[config.mk]
export PLATFORM = sky130hd
export DESIGN_NAME = apb_master_ctrl_flat
export DESIGN_NICKNAME = d
export VERILOG_FILES = /design/src/rtl/apb_master_ctrl_if.sv /design/src/rtl/apb_master_ctrl.sv /design/src/flat_wrapper.sv
export SDC_FILE = /design/constraint.sdc
export NUM_CORES = 1
export LEC_CHECK = 0
export CAP_MARGIN = 20
export CORE_MARGIN = 2
export CORE_UTILIZATION = 45
export CTS_BUF_LIST = sky130_fd_sc_hd__clkbuf_4 sky130_fd_sc_hd__clkbuf_8
export CTS_CLUSTER_DIAMETER = 80
export CTS_CLUSTER_SIZE = 8
export DETAILED_ROUTE_END_ITERATION = 12
export HOLD_SLACK_MARGIN = 0.03
export PLACE_DENSITY_LB_ADDON = 0.2
export SYNTH_ARGS = -nofsm -noshare
export SYNTH_HDL_FRONTEND = slang
export SYNTH_SLANG_ARGS = --single-unit
[constraint.sdc]
create_clock -name clk -period 4.34 [get_ports clk]
set_input_delay 0.868 -clock clk [delete_from_list [all_inputs] [get_ports clk]]
set_output_delay 0.868 -clock clk [all_outputs]
set_load 0.02 [all_outputs]
[src/rtl/apb_master_ctrl_if.sv]
// Command/response handshake plus APB bus bundle for apb_master_ctrl.
// master = the APB initiator, slave = the requester/APB target side.
interface apb_master_ctrl_if #(
   parameter int AMBA_ADDR_WIDTH = 32,
   parameter int AMBA_WORD       = 32
);
   logic                       cmd_valid;
   logic                       cmd_ready;
   logic                       cmd_write;
   logic [AMBA_ADDR_WIDTH-1:0] cmd_addr;
   logic [AMBA_WORD-1:0]       cmd_wdata;
   logic                       rsp_valid;
   logic [AMBA_WORD-1:0]       rsp_rdata;
   logic                       rsp_err;
   logic                       PSEL;
   logic                       PENABLE;
   logic                       PWRITE;
   logic [AMBA_ADDR_WIDTH-1:0] PADDR;
   logic [AMBA_WORD-1:0]       PWDATA;
   logic [AMBA_WORD-1:0]       PRDATA;
   logic                       PREADY;

   modport master (
      input  cmd_valid, cmd_write, cmd_addr, cmd_wdata, PRDATA, PREADY,
      output cmd_ready, rsp_valid, rsp_rdata, rsp_err,
             PSEL, PENABLE, PWRITE, PADDR, PWDATA
   );

   modport slave (
      output cmd_valid, cmd_write, cmd_addr, cmd_wdata, PRDATA, PREADY,
      input  cmd_ready, rsp_valid, rsp_rdata, rsp_err,
             PSEL, PENABLE, PWRITE, PADDR, PWDATA
   );
endinterface

[src/rtl/apb_master_ctrl.sv]
// APB initiator: turns single-word valid/ready commands into SETUP/ACCESS
// transfers and returns a one-cycle response pulse with read data / timeout status.
module apb_master_ctrl #(
   parameter int AMBA_ADDR_WIDTH = 32,
   parameter int AMBA_WORD       = 32,
   parameter int READ_LATE       = 1,
   parameter int TIMEOUT_CYCLES  = 16
) (
   input  logic               clk,
   input  logic               rst,
   apb_master_ctrl_if.master  bus
);

   localparam int CW = (TIMEOUT_CYCLES > 1) ? $clog2(TIMEOUT_CYCLES) : 1;
   localparam logic [CW-1:0] TMAX = CW'((TIMEOUT_CYCLES > 0) ? TIMEOUT_CYCLES - 1 : 0);

   typedef enum logic [1:0] {IDLE, SETUP, ACCESS, CAPTURE} state_t;

   state_t        state;
   logic [CW-1:0] wait_cnt;

   assign bus.cmd_ready = (state == IDLE);

   always_ff @(posedge clk or negedge rst) begin
      if (!rst) begin
         state         <= IDLE;
         wait_cnt      <= '0;
         bus.PSEL      <= 1'b0;
         bus.PENABLE   <= 1'b0;
         bus.PWRITE    <= 1'b0;
         bus.PADDR     <= '0;
         bus.PWDATA    <= '0;
         bus.rsp_valid <= 1'b0;
         bus.rsp_rdata <= '0;
         bus.rsp_err   <= 1'b0;
      end else begin
         bus.rsp_valid <= 1'b0;
         case (state)
            IDLE: begin
               if (bus.cmd_valid) begin
                  bus.PADDR  <= {bus.cmd_addr[AMBA_ADDR_WIDTH-1:2], 2'b00};
                  bus.PWRITE <= bus.cmd_write;
                  if (bus.cmd_write)
                     bus.PWDATA <= bus.cmd_wdata;
                  bus.PSEL   <= 1'b1;
                  wait_cnt   <= '0;
                  state      <= SETUP;
               end
            end
            SETUP: begin
               bus.PENABLE <= 1'b1;
               state       <= ACCESS;
            end
            ACCESS: begin
               if (bus.PREADY) begin
                  bus.PSEL    <= 1'b0;
                  bus.PENABLE <= 1'b0;
                  if (bus.PWRITE) begin
                     bus.rsp_valid <= 1'b1;
                     bus.rsp_err   <= 1'b0;
                     state         <= IDLE;
                  end else if (READ_LATE != 0) begin
                     // slave registers PRDATA, so sample it one cycle later
                     state <= CAPTURE;
                  end else begin
                     bus.rsp_rdata <= bus.PRDATA;
                     bus.rsp_valid <= 1'b1;
                     bus.rsp_err   <= 1'b0;
                     state         <= IDLE;
                  end
               end else if (TIMEOUT_CYCLES > 0) begin
                  if (wait_cnt == TMAX) begin
                     bus.PSEL      <= 1'b0;
                     bus.PENABLE   <= 1'b0;
                     bus.rsp_rdata <= '0;
                     bus.rsp_valid <= 1'b1;
                     bus.rsp_err   <= 1'b1;
                     state         <= IDLE;
                  end else begin
                     wait_cnt <= wait_cnt + CW'(1);
                  end
               end
            end
            CAPTURE: begin
               bus.rsp_rdata <= bus.PRDATA;
               bus.rsp_valid <= 1'b1;
               bus.rsp_err   <= 1'b0;
               state         <= IDLE;
            end
            default: state <= IDLE;
         endcase
      end
   end

endmodule

[src/flat_wrapper.sv]
// flat-port wrapper written by rule: the top's interface ports become plain ports
module apb_master_ctrl_flat 
#(
   parameter int AMBA_ADDR_WIDTH = 32,
   parameter int AMBA_WORD       = 32,
   parameter int READ_LATE       = 1,
   parameter int TIMEOUT_CYCLES  = 16
)
  (clk, rst, bus_cmd_valid, bus_cmd_write, bus_cmd_addr, bus_cmd_wdata, bus_PRDATA, bus_PREADY, bus_cmd_ready, bus_rsp_valid, bus_rsp_rdata, bus_rsp_err, bus_PSEL, bus_PENABLE, bus_PWRITE, bus_PADDR, bus_PWDATA);
  apb_master_ctrl_if #(.AMBA_ADDR_WIDTH(AMBA_ADDR_WIDTH), .AMBA_WORD(AMBA_WORD)) bus_i ();
  input  logic clk;
  input  logic rst;
  input wire logic [$bits(bus_i.cmd_valid)-1:0] bus_cmd_valid;
  input wire logic [$bits(bus_i.cmd_write)-1:0] bus_cmd_write;
  input wire logic [$bits(bus_i.cmd_addr)-1:0] bus_cmd_addr;
  input wire logic [$bits(bus_i.cmd_wdata)-1:0] bus_cmd_wdata;
  input wire logic [$bits(bus_i.PRDATA)-1:0] bus_PRDATA;
  input wire logic [$bits(bus_i.PREADY)-1:0] bus_PREADY;
  output wire logic [$bits(bus_i.cmd_ready)-1:0] bus_cmd_ready;
  output wire logic [$bits(bus_i.rsp_valid)-1:0] bus_rsp_valid;
  output wire logic [$bits(bus_i.rsp_rdata)-1:0] bus_rsp_rdata;
  output wire logic [$bits(bus_i.rsp_err)-1:0] bus_rsp_err;
  output wire logic [$bits(bus_i.PSEL)-1:0] bus_PSEL;
  output wire logic [$bits(bus_i.PENABLE)-1:0] bus_PENABLE;
  output wire logic [$bits(bus_i.PWRITE)-1:0] bus_PWRITE;
  output wire logic [$bits(bus_i.PADDR)-1:0] bus_PADDR;
  output wire logic [$bits(bus_i.PWDATA)-1:0] bus_PWDATA;
  assign bus_i.cmd_valid = bus_cmd_valid;
  assign bus_i.cmd_write = bus_cmd_write;
  assign bus_i.cmd_addr = bus_cmd_addr;
  assign bus_i.cmd_wdata = bus_cmd_wdata;
  assign bus_i.PRDATA = bus_PRDATA;
  assign bus_i.PREADY = bus_PREADY;
  assign bus_cmd_ready = bus_i.cmd_ready;
  assign bus_rsp_valid = bus_i.rsp_valid;
  assign bus_rsp_rdata = bus_i.rsp_rdata;
  assign bus_rsp_err = bus_i.rsp_err;
  assign bus_PSEL = bus_i.PSEL;
  assign bus_PENABLE = bus_i.PENABLE;
  assign bus_PWRITE = bus_i.PWRITE;
  assign bus_PADDR = bus_i.PADDR;
  assign bus_PWDATA = bus_i.PWDATA;
  apb_master_ctrl #(.AMBA_ADDR_WIDTH(AMBA_ADDR_WIDTH), .AMBA_WORD(AMBA_WORD), .READ_LATE(READ_LATE), .TIMEOUT_CYCLES(TIMEOUT_CYCLES)) u_core (.clk(clk), .rst(rst), .bus(bus_i));
endmodule
Word-level counts from Yosys, hierarchy flattened
Index checks and enable logic that the tools add are counted.

operators by class
  $add $sub $neg = 1
  $mul = 0
  div/mod/pow operators = 0
  $lt $le $gt $ge = 0
  equal/unequal tests = 10
  shift operators = 0
  multiplexer cells = 25
  bitwise operators = 0
  reduce and logical (&&, ||, !) cells = 12

operators with widths
  cell                                                  number
  two-way mux 32 bit                                    2
  one-hot mux 32 bit (2 select lines)                   1
  two-way mux 4 bit                                     3
  AND reduction 3 bit                                   4
  two-way mux 1 bit                                     9
  two-way mux 2 bit                                     4
  one-hot mux 1 bit (2 select lines)                    4
  one-hot mux 2 bit (4 select lines)                    1
  one-hot mux 4 bit (2 select lines)                    1
  != test 2 bit (second input constant)                 3
  != test 3 x 2 -> 1 bit (second input constant)        2
  AND reduction 2 bit                                   3
  nonzero test 2 bit                                    3
  adder 4 x 1 -> 4 bit (second input constant)          1
  equality test 2 bit (second input constant)           2
  equality test 4 bit (second input constant)           1
  AND reduction 4 bit                                   1
  equality test 2 x 1 -> 1 bit (second input constant)  1
  zero test 2 bit                                       1
  != test 2 x 1 -> 1 bit (second input constant)        1

storage, ports and cells
  flip-flop bits (word level) = 105
  bits in latches = 0
  memory bits (writable) = 0
  bits in read-only memories = 0
  input bits = 101
  memories kept = 0

Longest topological paths before layout
Gate-level depths: netlist (run 1).

  word-level depth = 4
  depth in mapped cells = 6
  depth with buffers taken out = 5

Least setup slack after synthesis (run 1)
Ideal clock, no wire load.

  path kind = input to register
  from = input bus_PREADY
  to = register u_core.bus.rsp_rdata[0]
  data arrival time = 1.703 ns
  slack = 2.558 ns
  stages on the path = 4
  cell sequence = and4b_4 mux2i_4 buf_12 mux2i_1

between the ends
  cells in the longest elaborated chain, start to end = 2

ends and longest elaborated chain
  item                                  RTL line                  RTL
  start, declared                       flat_wrapper.sv:18        input wire logic [$bits(bus_i.PREADY)-1:0] bus_PREADY;
  != test 2 bit (no source line)        n/a
  AND reduction 3 bit (no source line)  n/a
  end signal, assigned                  apb_master_ctrl.sv:66     bus.rsp_rdata <= bus.PRDATA;
  end signal, assigned                  apb_master_ctrl.sv:85     bus.rsp_rdata <= bus.PRDATA;
  end, declared                         apb_master_ctrl_if.sv:25  output cmd_ready, rsp_valid, rsp_rdata, rsp_err,

No other way between the ends.
A chain may end at the register's enable or synchronous reset.

Worst setup path in the final report (run 1)
  from = register u_core.state[0]
  to = output bus_cmd_ready

between the ends
  cells in the longest elaborated chain, start to end = 1

ends and longest elaborated chain
  item                    RTL line               RTL
  start, declared         apb_master_ctrl.sv:19  state_t state;
  start signal, assigned  apb_master_ctrl.sv:26  state <= IDLE;
  start signal, assigned  apb_master_ctrl.sv:47  state <= SETUP;
  start signal, assigned  apb_master_ctrl.sv:52  state <= ACCESS;
  zero test 2 bit         apb_master_ctrl.sv:22  assign bus.cmd_ready = (state == IDLE);
  end, declared           flat_wrapper.sv:19     output wire logic [$bits(bus_i.cmd_ready)-1:0] bus_cmd_ready;

No other way between the ends.

==> results_dict.tcl, run 1 <==
set metrics [dict create \
    rsz0062_at_grt "false" \
    drt_iter0_markers 84 \
    cts-resized-gates 0 \
    setup-tns-final_ns 0 \
    yosysSeqAreaShare 0.600 \
    synth_top_area_frac 0.600 \
    coreArea_um2 9330 \
    slew_violations 0 \
    die-area_um2 10500 \
    fin_skew_ns 0.00933 \
    crit_required_ns 3.47 \
    grt_use_total 0.198 \
    clk_latency_ns 0.35 \
    antenna_left 0 \
    dp_hpwl_um 7760 \
    grt_max_degree 48 \
    antenna_found_initial 0 \
    max_freq_ghz 0.375 \
    leakage_nw 2.98 \
    ctsHoldBuffers 0 \
    max-slew-margin-rel 0.605 \
    worstPathCellList "inv_1 > ha_1 > clkdlybuf4s50_1" \
    grt_pass1_wl_um 16000 \
    drv_cap 0 \
    fin_ws_ns 1.67 \
    postCtsSetupRepairBufs 0 \
    gp_congestion 0.736 \
    peakVddDrop_mv 0.398 \
    ctsHtreeMaxLevel 3 \
    ios 203 \
    first_global_vias 3328 \
    finalCritPeriodShare 0.615 \
    netlist_area_um2 4380 \
    areaGrowthSynthToFinish_pct 52.0 \
    route.detailed.wl_per_inst_um 15.7 \
    layout_commonest_cell "clkdlybuf4s50_1" \
    fp-row-count 35 \
    synth_cells 330 \
    p_per_area_nw_per_um2 723 \
    via_per_inst 4.77 \
    cts_tree "yes" \
    antennaDiodeCount 0 \
    final_nets 634 \
    wl_um 10400 \
    stdcell_count 662 \
    ys_types 33 \
    drc 0 \
    drt_first_pass_iters 4 \
    cts_root_buf "clkbuf_8" \
    synth_warnings 0 \
    cts_made_buffers 9 \
    fin_area_um2 6650 \
    most-common-layout-cells "clkdlybuf4s50_1 (197), dfrtp_1 (105), mux2_2 (62)" \
    slowest_stage "clkdlybuf4s50_1" \
    cts_buffer_depth 2 \
    yosysTopAreaCell "dfrtp_1" \
    hold_class "input port to async pin" \
    synth.top_cells.by_area "dfrtp_1 (60%), mux2_2 (16%), mux2i_1 (7.8%)" \
    dieHeight_um 103 \
    cp_max_fo 7 \
    clkTransAtPathRegs_ns 0.10 \
    min_period_ns 2.67 \
    place_ws_ns 1.66 \
    grt_overflow 0 \
    tightest_slew_ns 0.593 \
    max_stage_delay_ns 0.65 \
    critPathCaptureType "primary output" \
    dr_total_vias 3161 \
    setup.worst_path.class "flip-flop to primary output" \
    synth-seq-cells 105 \
    setup_viol 0 \
    final_core_util 0.713 \
    start_util 0.469 \
    post_dp_cell_area_um2 6440 \
    worstSetupStartpointType "flip-flop" \
    die_w_um 103 \
    clock_sinks 105 \
    crit_arrival_ns 1.80 \
    status "completed" \
    io_buffers 198 \
    syn_avg_cell_area_um2 13.3 \
    drive_gt1_frac 0.163 \
    finalHoldViolCount 0 \
    dp.cells 647 \
]
==> cell usage after synthesis, drive strengths merged <==
cell type	number
o21ai	4
mux2	62
buf	13
and3	1
a31oi	2
nor2b	1
dfrtp	105
nand3	3
o2bb2ai	2
a21oi	2
a31o	1
and4b	1
nor2	1
o31ai	1
a21o	3
nand2	39
a221o	1
nor4b	1
mux2i	35
inv	35
o211a	1
clkbuf	4
nand4b	1
a22o	1
o311ai	1
o22a	1
nor4	1
nand2b	2
ha	4
conb	1
==> flip-flops by register name, indices dropped and copies added (netlist names) <==
signal,cells
u_core.bus.PWDATA,32
u_core.bus.rsp_rdata,32
u_core.bus.PADDR,30
u_core.wait_cnt,4
u_core.state,2
u_core.bus.PENABLE,1
u_core.bus.PSEL,1
u_core.bus.PWRITE,1
u_core.bus.rsp_err,1
u_core.bus.rsp_valid,1
==> power breakdown <==
group          leakage, nW  internal, mW  switching, mW  total (mW)
Clock                0.104         0.337          0.312       0.649
Combinational         1.57          1.28           1.20        2.48
Sequential            1.31          1.44          0.242        1.68
==> critical path: cells and delay by family (launching register included) <==
kind / cells / cell delay (ns)
buffers and inverters: 2 / 0.75
adders and majority gates: 1 / 0.30
DFF: 1 / 0.40
==> kinds of logic after synthesis <==
| logic type | count (synthesis) | share of synthesized area |
|---|---|---|
| simple gates | 51 | 0.0520 |
| buf+inv | 52 | 0.0597 |
| compound gates | 20 | 0.0332 |
| other cells | 1 | 0.000857 |
| flops | 105 | 0.600 |
| mux | 97 | 0.242 |
| fa+ha+maj | 4 | 0.0114 |
==> per-stage QoR <==
stage,power [mW],hold slack (ns)
2_1_floorplan,3.01,0.489
3_3_place_gp,4.14,0.487
3_5_place_dp,4.21,0.492
4_1_cts,4.87,0.398
5_1_grt,5.10,0.414
6_report,4.81,0.409
==> path summary, 6_finish.rpt <==
kind / startpoint / end / slack, ns / depth (start not counted)
setup reg to reg: u_core.state[0] / u_core.bus.rsp_rdata[9] / 2.16 / 5
setup / recovery: u_core.state[0] / bus_cmd_ready / 1.67 / 3
min in group clk: u_core.bus.PWDATA[27] / u_core.bus.PWDATA[27] / 0.51 / 1
hold reg to reg: u_core.bus.PWDATA[27] / u_core.bus.PWDATA[27] / 0.51 / 1
hold / removal: rst / u_core.bus.PADDR[3] / 0.41 / 1
max in group asynchronous: rst / u_core.bus.rsp_rdata[16] / 3.02 / 2
==> cell type report <==
type                            count  area (µm²)
Clock inverter                      5        80.1
Fill cell                         681        2670
Inverter                           35         131
Timing Repair Buffer              204        2020
Clock buffer                       10         138
Sequential cell                   105        2630
Tap cell                          129         161
Multi-Input combinational cell    174        1490
==> layer usage <==
| metal | wire length, µm | track usage | vias up |
|---|---|---|---|
| li1 | - | - | 1494 |
| met1 | 4160 | 0.239 | 1523 |
| met2 | 4960 | 0.318 | 131 |
| met3 | 991 | 0.0793 | 13 |
| met4 | 255 | 0.0831 | 0 |
| met5 | 0 | 0 | - |
(Power assumes the default switching activity.)
==> run 2: changes to the inputs <==
--- a/config.mk
+++ b/config.mk
@@ -7,7 +7,7 @@
 export LEC_CHECK = 0
 export CAP_MARGIN = 20
 export CORE_MARGIN = 2
-export CORE_UTILIZATION = 45
+export CORE_UTILIZATION = 38
 export CTS_BUF_LIST = sky130_fd_sc_hd__clkbuf_4 sky130_fd_sc_hd__clkbuf_8
 export CTS_CLUSTER_DIAMETER = 80
 export CTS_CLUSTER_SIZE = 8
==> constraint.sdc (replaced) <==
create_clock -name clk -period 2.3 [get_ports clk]
set_input_delay 0.46 -clock clk [delete_from_list [all_inputs] [get_ports clk]]
set_output_delay 0.46 -clock clk [all_outputs]
set_load 0.02 [all_outputs]
==> results_dict.tcl, run 2 (synthesis gave the netlist of run 1 again) <==
set metrics [dict create \
    status "completed" \
    hold_ws_ns 0.0491 \
    drv_cap 0 \
    tightest_slew_ns 0.523 \
    max_freq_ghz 0.501 \
    most-common-layout-cells "clkdlybuf4s50_1 (196), dfrtp_1 (105), mux2_2 (62)" \
    worstReg2RegEnd "u_core.bus.rsp_rdata[0]" \
    die_w_um 111 \
    cp_max_fo 7 \
    grt_pass1_wl_um 17200 \
    antenna_found_initial 0 \
    grt_overflow 0 \
    rsz0062_at_grt "false" \
    via_per_inst 4.68 \
    wl_um 10500 \
    drt_first_pass_iters 4 \
    areaGrowthSynthToFinish_pct 53.1 \
    rrSetupSlack_ns 0.44 \
    cts_tree "yes" \
    min_period_ns 2.00 \
    dr_total_vias 3167 \
    postCtsSetupRepairBufs 0 \
    fin_ws_ns 0.304 \
    antenna_left 0 \
    crit_required_ns 1.84 \
    fin_area_um2 6700 \
    coreArea_um2 11300 \
    fp-row-count 39 \
    fin_skew_ns 0.00963 \
    max-slew-margin-rel 0.651 \
    clkTransAtPathRegs_ns 0.09 \
    clk_latency_ns 0.35 \
    hold_class "input port to async pin" \
    fill_cells 988 \
    antennaDiodeCount 0 \
    peakVddDrop_mv 0.665 \
    die-area_um2 12400 \
    place_ws_ns 0.220 \
    cts_buffer_depth 2 \
    setup-tns-final_ns 0 \
    cts_made_buffers 9 \
    cts_root_buf "clkbuf_8" \
    critPathCaptureType "primary output" \
    drive_gt1_frac 0.165 \
    cts-resized-gates 1 \
    post_dp_cell_area_um2 6510 \
    dieHeight_um 111 \
    drt_iter0_markers 160 \
    leakage_nw 3.01 \
    clock_sinks 105 \
    reg_top3 "u_core.bus.PWDATA: 32 flops, u_core.bus.rsp_rdata: 32 flops, u_core.bus.PADDR: 30 flops" \
    ctsHtreeMaxLevel 3 \
    io_buffers 198 \
    route.detailed.wl_per_inst_um 15.5 \
    r2r-start "u_core.state[0]" \
    worstSetupStartpointType "flip-flop" \
    final_nets 636 \
    power.total_mw 9.04 \
    crit_arrival_ns 1.54 \
    finalCritPeriodShare 0.868 \
    layout_commonest_cell "clkdlybuf4s50_1" \
    finalHoldViolCount 0 \
    grt_use_total 0.173 \
    r2r_cells 5 \
    ios 203 \
    ctsHoldBuffers 0 \
    drc 0 \
    cp-startpoint "u_core.state[0]" \
    slew_violations 0 \
    start_util 0.387 \
    grt_max_degree 46 \
    setup.worst_path.class "flip-flop to primary output" \
    setup_viol 0 \
    first_global_vias 3370 \
    gp_congestion 0.762 \
    dp_hpwl_um 7730 \
    p_per_area_nw_per_um2 1350 \
]
run 2: how the worst max path moves through the flow:
stage	cells past startpoint	slack, ns	to
global placement	5	0.29	u_core.bus.rsp_rdata[11]
finish	3	0.30	bus_cmd_ready
detailed placement	5	0.22	u_core.bus.rsp_rdata[0]
global route	3	0.19	bus_cmd_ready
CTS	3	0.27	bus_cmd_ready
floorplan	5	0.61	u_core.bus.PWDATA[0]
run 2: final cells by class:
class | count | area (µm²) | area share
sequential | 105 | 2630 | 0.392
timing repair buffer | 206 | 2080 | 0.310
multi-input combinational | 174 | 1490 | 0.223
tap | 143 | 179 | 0.0267
clock buffer | 12 | 159 | 0.0237
inverter | 35 | 131 | 0.0196
clock inverter | 2 | 38.8 | 0.00579
run 2: metrics by stage:
step / std cells / util
floorplan: 331 / -
global placement: 663 / 0.575
detailed placement: 663 / 0.575
CTS: 677 / 0.592
global route: 677 / 0.592
finish: 677 / 0.592
run 2: power by group:
part | total (mW) | leakage [nW] | switching [mW] | internal (mW)
clock network | 1.15 | 0.102 | 0.579 | 0.566
logic | 4.72 | 1.60 | 2.27 | 2.44
registers | 3.17 | 1.31 | 0.452 | 2.72
total | 9.04 | 3.01 | 3.30 | 5.73
run 2: metal layers:
layer  vias up  wire (µm)  global-route usage
met5         -          0                   0
met4         0        154              0.0593
met3        12       1090              0.0672
met2       143       4880               0.276
met1      1517       4350               0.218
li1       1495          -                   -
run 2: critical path, cell delays in order, from the launching register on:
cell and delay, ns:
dfrtp_1 0.41, inv_1 0.11, ha_1 0.30, dlygate4sd2_1 0.37
==> run 3: changes to the inputs <==
--- a/config.mk
+++ b/config.mk
@@ -14,6 +14,7 @@
 export DETAILED_ROUTE_END_ITERATION = 12
 export HOLD_SLACK_MARGIN = 0.03
 export PLACE_DENSITY_LB_ADDON = 0.2
+export SKIP_CTS_REPAIR_TIMING = 1
 export SYNTH_ARGS = -nofsm -noshare
 export SYNTH_HDL_FRONTEND = slang
 export SYNTH_SLANG_ARGS = --single-unit
==> results_dict.tcl, run 3 (synthesis gave the netlist of run 1 again) <==
set metrics [dict create \
    status "completed" \
    grt_use_total 0.173 \
    max-slew-margin-rel 0.651 \
    fin_ws_ns 0.407 \
    drv_cap 0 \
    dieHeight_um 111 \
    tightest_slew_ns 0.522 \
    crit_path_end "bus_cmd_ready" \
    cp-startpoint "u_core.state[0]" \
    fp-row-count 39 \
    final_nets 636 \
    fin_skew_ns 0.00950 \
    clkTransAtPathRegs_ns 0.09 \
    ctsHtreeMaxLevel 3 \
    cts_tree "yes" \
    finalHoldViolCount 0 \
    drc 0 \
    clk_latency_ns 0.35 \
    cp_max_fo 7 \
    worstSetupStartpointType "flip-flop" \
    die_w_um 111 \
    grt_overflow 0 \
    via_per_inst 4.68 \
    dp_hpwl_um 7730 \
    route.detailed.wl_per_inst_um 15.5 \
    rrSetupSlack_ns 0.44 \
    critPathCaptureType "primary output" \
    antenna_left 0 \
    max_freq_ghz 0.528 \
    clock_sinks 105 \
    cts_root_buf "clkbuf_8" \
    final_core_util 0.592 \
    antenna_found_initial 0 \
    dr_total_vias 3167 \
    peakVddDrop_mv 0.665 \
    io_buffers 198 \
    min_period_ns 1.89 \
    drive_gt1_frac 0.165 \
    cts_made_buffers 9 \
    rsz0062_at_grt "false" \
    setup_viol 0 \
    antennaDiodeCount 0 \
    slew_violations 0 \
    place_ws_ns 0.220 \
    fill_cells 986 \
    start_util 0.387 \
    p_per_area_nw_per_um2 1350 \
    setup.worst_path.class "flip-flop to primary output" \
    crit_arrival_ns 1.43 \
    leakage_nw 3.02 \
    grt_max_degree 46 \
    crit_required_ns 1.84 \
    most-common-layout-cells "clkdlybuf4s50_1 (196), dfrtp_1 (105), mux2_2 (62)" \
    ios 203 \
    r2r_cells 5 \
    gp_congestion 0.762 \
    wl_um 10500 \
    die-area_um2 12400 \
    finalCritPeriodShare 0.823 \
    drt_first_pass_iters 4 \
    r2r-start "u_core.state[0]" \
    layout_commonest_cell "clkdlybuf4s50_1" \
    drt_iter0_markers 151 \
    reg_top3 "u_core.bus.PWDATA: 32 flops, u_core.bus.rsp_rdata: 32 flops, u_core.bus.PADDR: 30 flops" \
    grt_pass1_wl_um 17200 \
    areaGrowthSynthToFinish_pct 53.2 \
    first_global_vias 3370 \
    cts_buffer_depth 2 \
    hold_class "input port to async pin" \
    worstReg2RegEnd "u_core.bus.rsp_rdata[0]" \
    coreArea_um2 11300 \
]
-- run 3: changes by cell type in the layout (fill, tap and decap cells not counted), sizes merged --
cell          previous run  this run
dlygate4sd2              1         0
dlymetal6s2s             0         1
-- run 3: final cells by class --
class | count | area, µm² | area share
clock buffers | 12 | 159 | 0.0237
clock inverters | 2 | 38.8 | 0.00578
inverters | 35 | 131 | 0.0196
multi-input cells | 174 | 1490 | 0.222
flip-flops and latches | 105 | 2630 | 0.392
well taps | 143 | 179 | 0.0267
repair buffers | 206 | 2080 | 0.310
-- run 3: routing by layer --
layer	global-route usage	up-vias	routed length, µm
met5	0	-	0
met4	0.0593	0	154
met3	0.0672	12	1090
met2	0.276	146	4860
met1	0.218	1513	4370
li1	-	1496	-
-- run 3: stage by stage --
stage	area (µm²)	setup TNS (ns)	std cells	hold slack, ns	total power [mW]
2_1_floorplan	4380	0	331	0.164	5.69
3_5_place_dp	6510	0	663	0.448	7.99
3_3_place_gp	6510	0	663	0.441	7.87
4_1_cts	6700	-0.0196	677	0.0482	9.18
5_1_grt	6710	0	677	0.0681	9.59
6_report	6710	0	677	0.0490	9.04
-- run 3: worst max-delay path, cell delays in order (launching register included) --
cell            delay [ns]
dfrtp_1               0.41
inv_1                 0.11
ha_1                  0.30
dlymetal6s2s_1        0.27
-- run 3: worst min path at each step --
stage	slack, ns	cells after the start	startpoint	end
floorplan	0.16	0	rst	u_core.bus.PADDR[10]
global placement	0.44	1	rst	u_core.bus.rsp_rdata[11]
detailed placement	0.45	1	rst	u_core.bus.rsp_rdata[11]
CTS	0.05	1	rst	u_core.bus.PADDR[19]
global route	0.07	1	rst	u_core.bus.rsp_rdata[16]
finish	0.05	1	rst	u_core.bus.rsp_rdata[15]
-- run 3: report_power, final --
group	internal, mW	leakage (nW)	switching, mW
sequential	2.72	1.31	0.453
combinational	2.45	1.61	2.27
clock	0.566	0.102	0.579
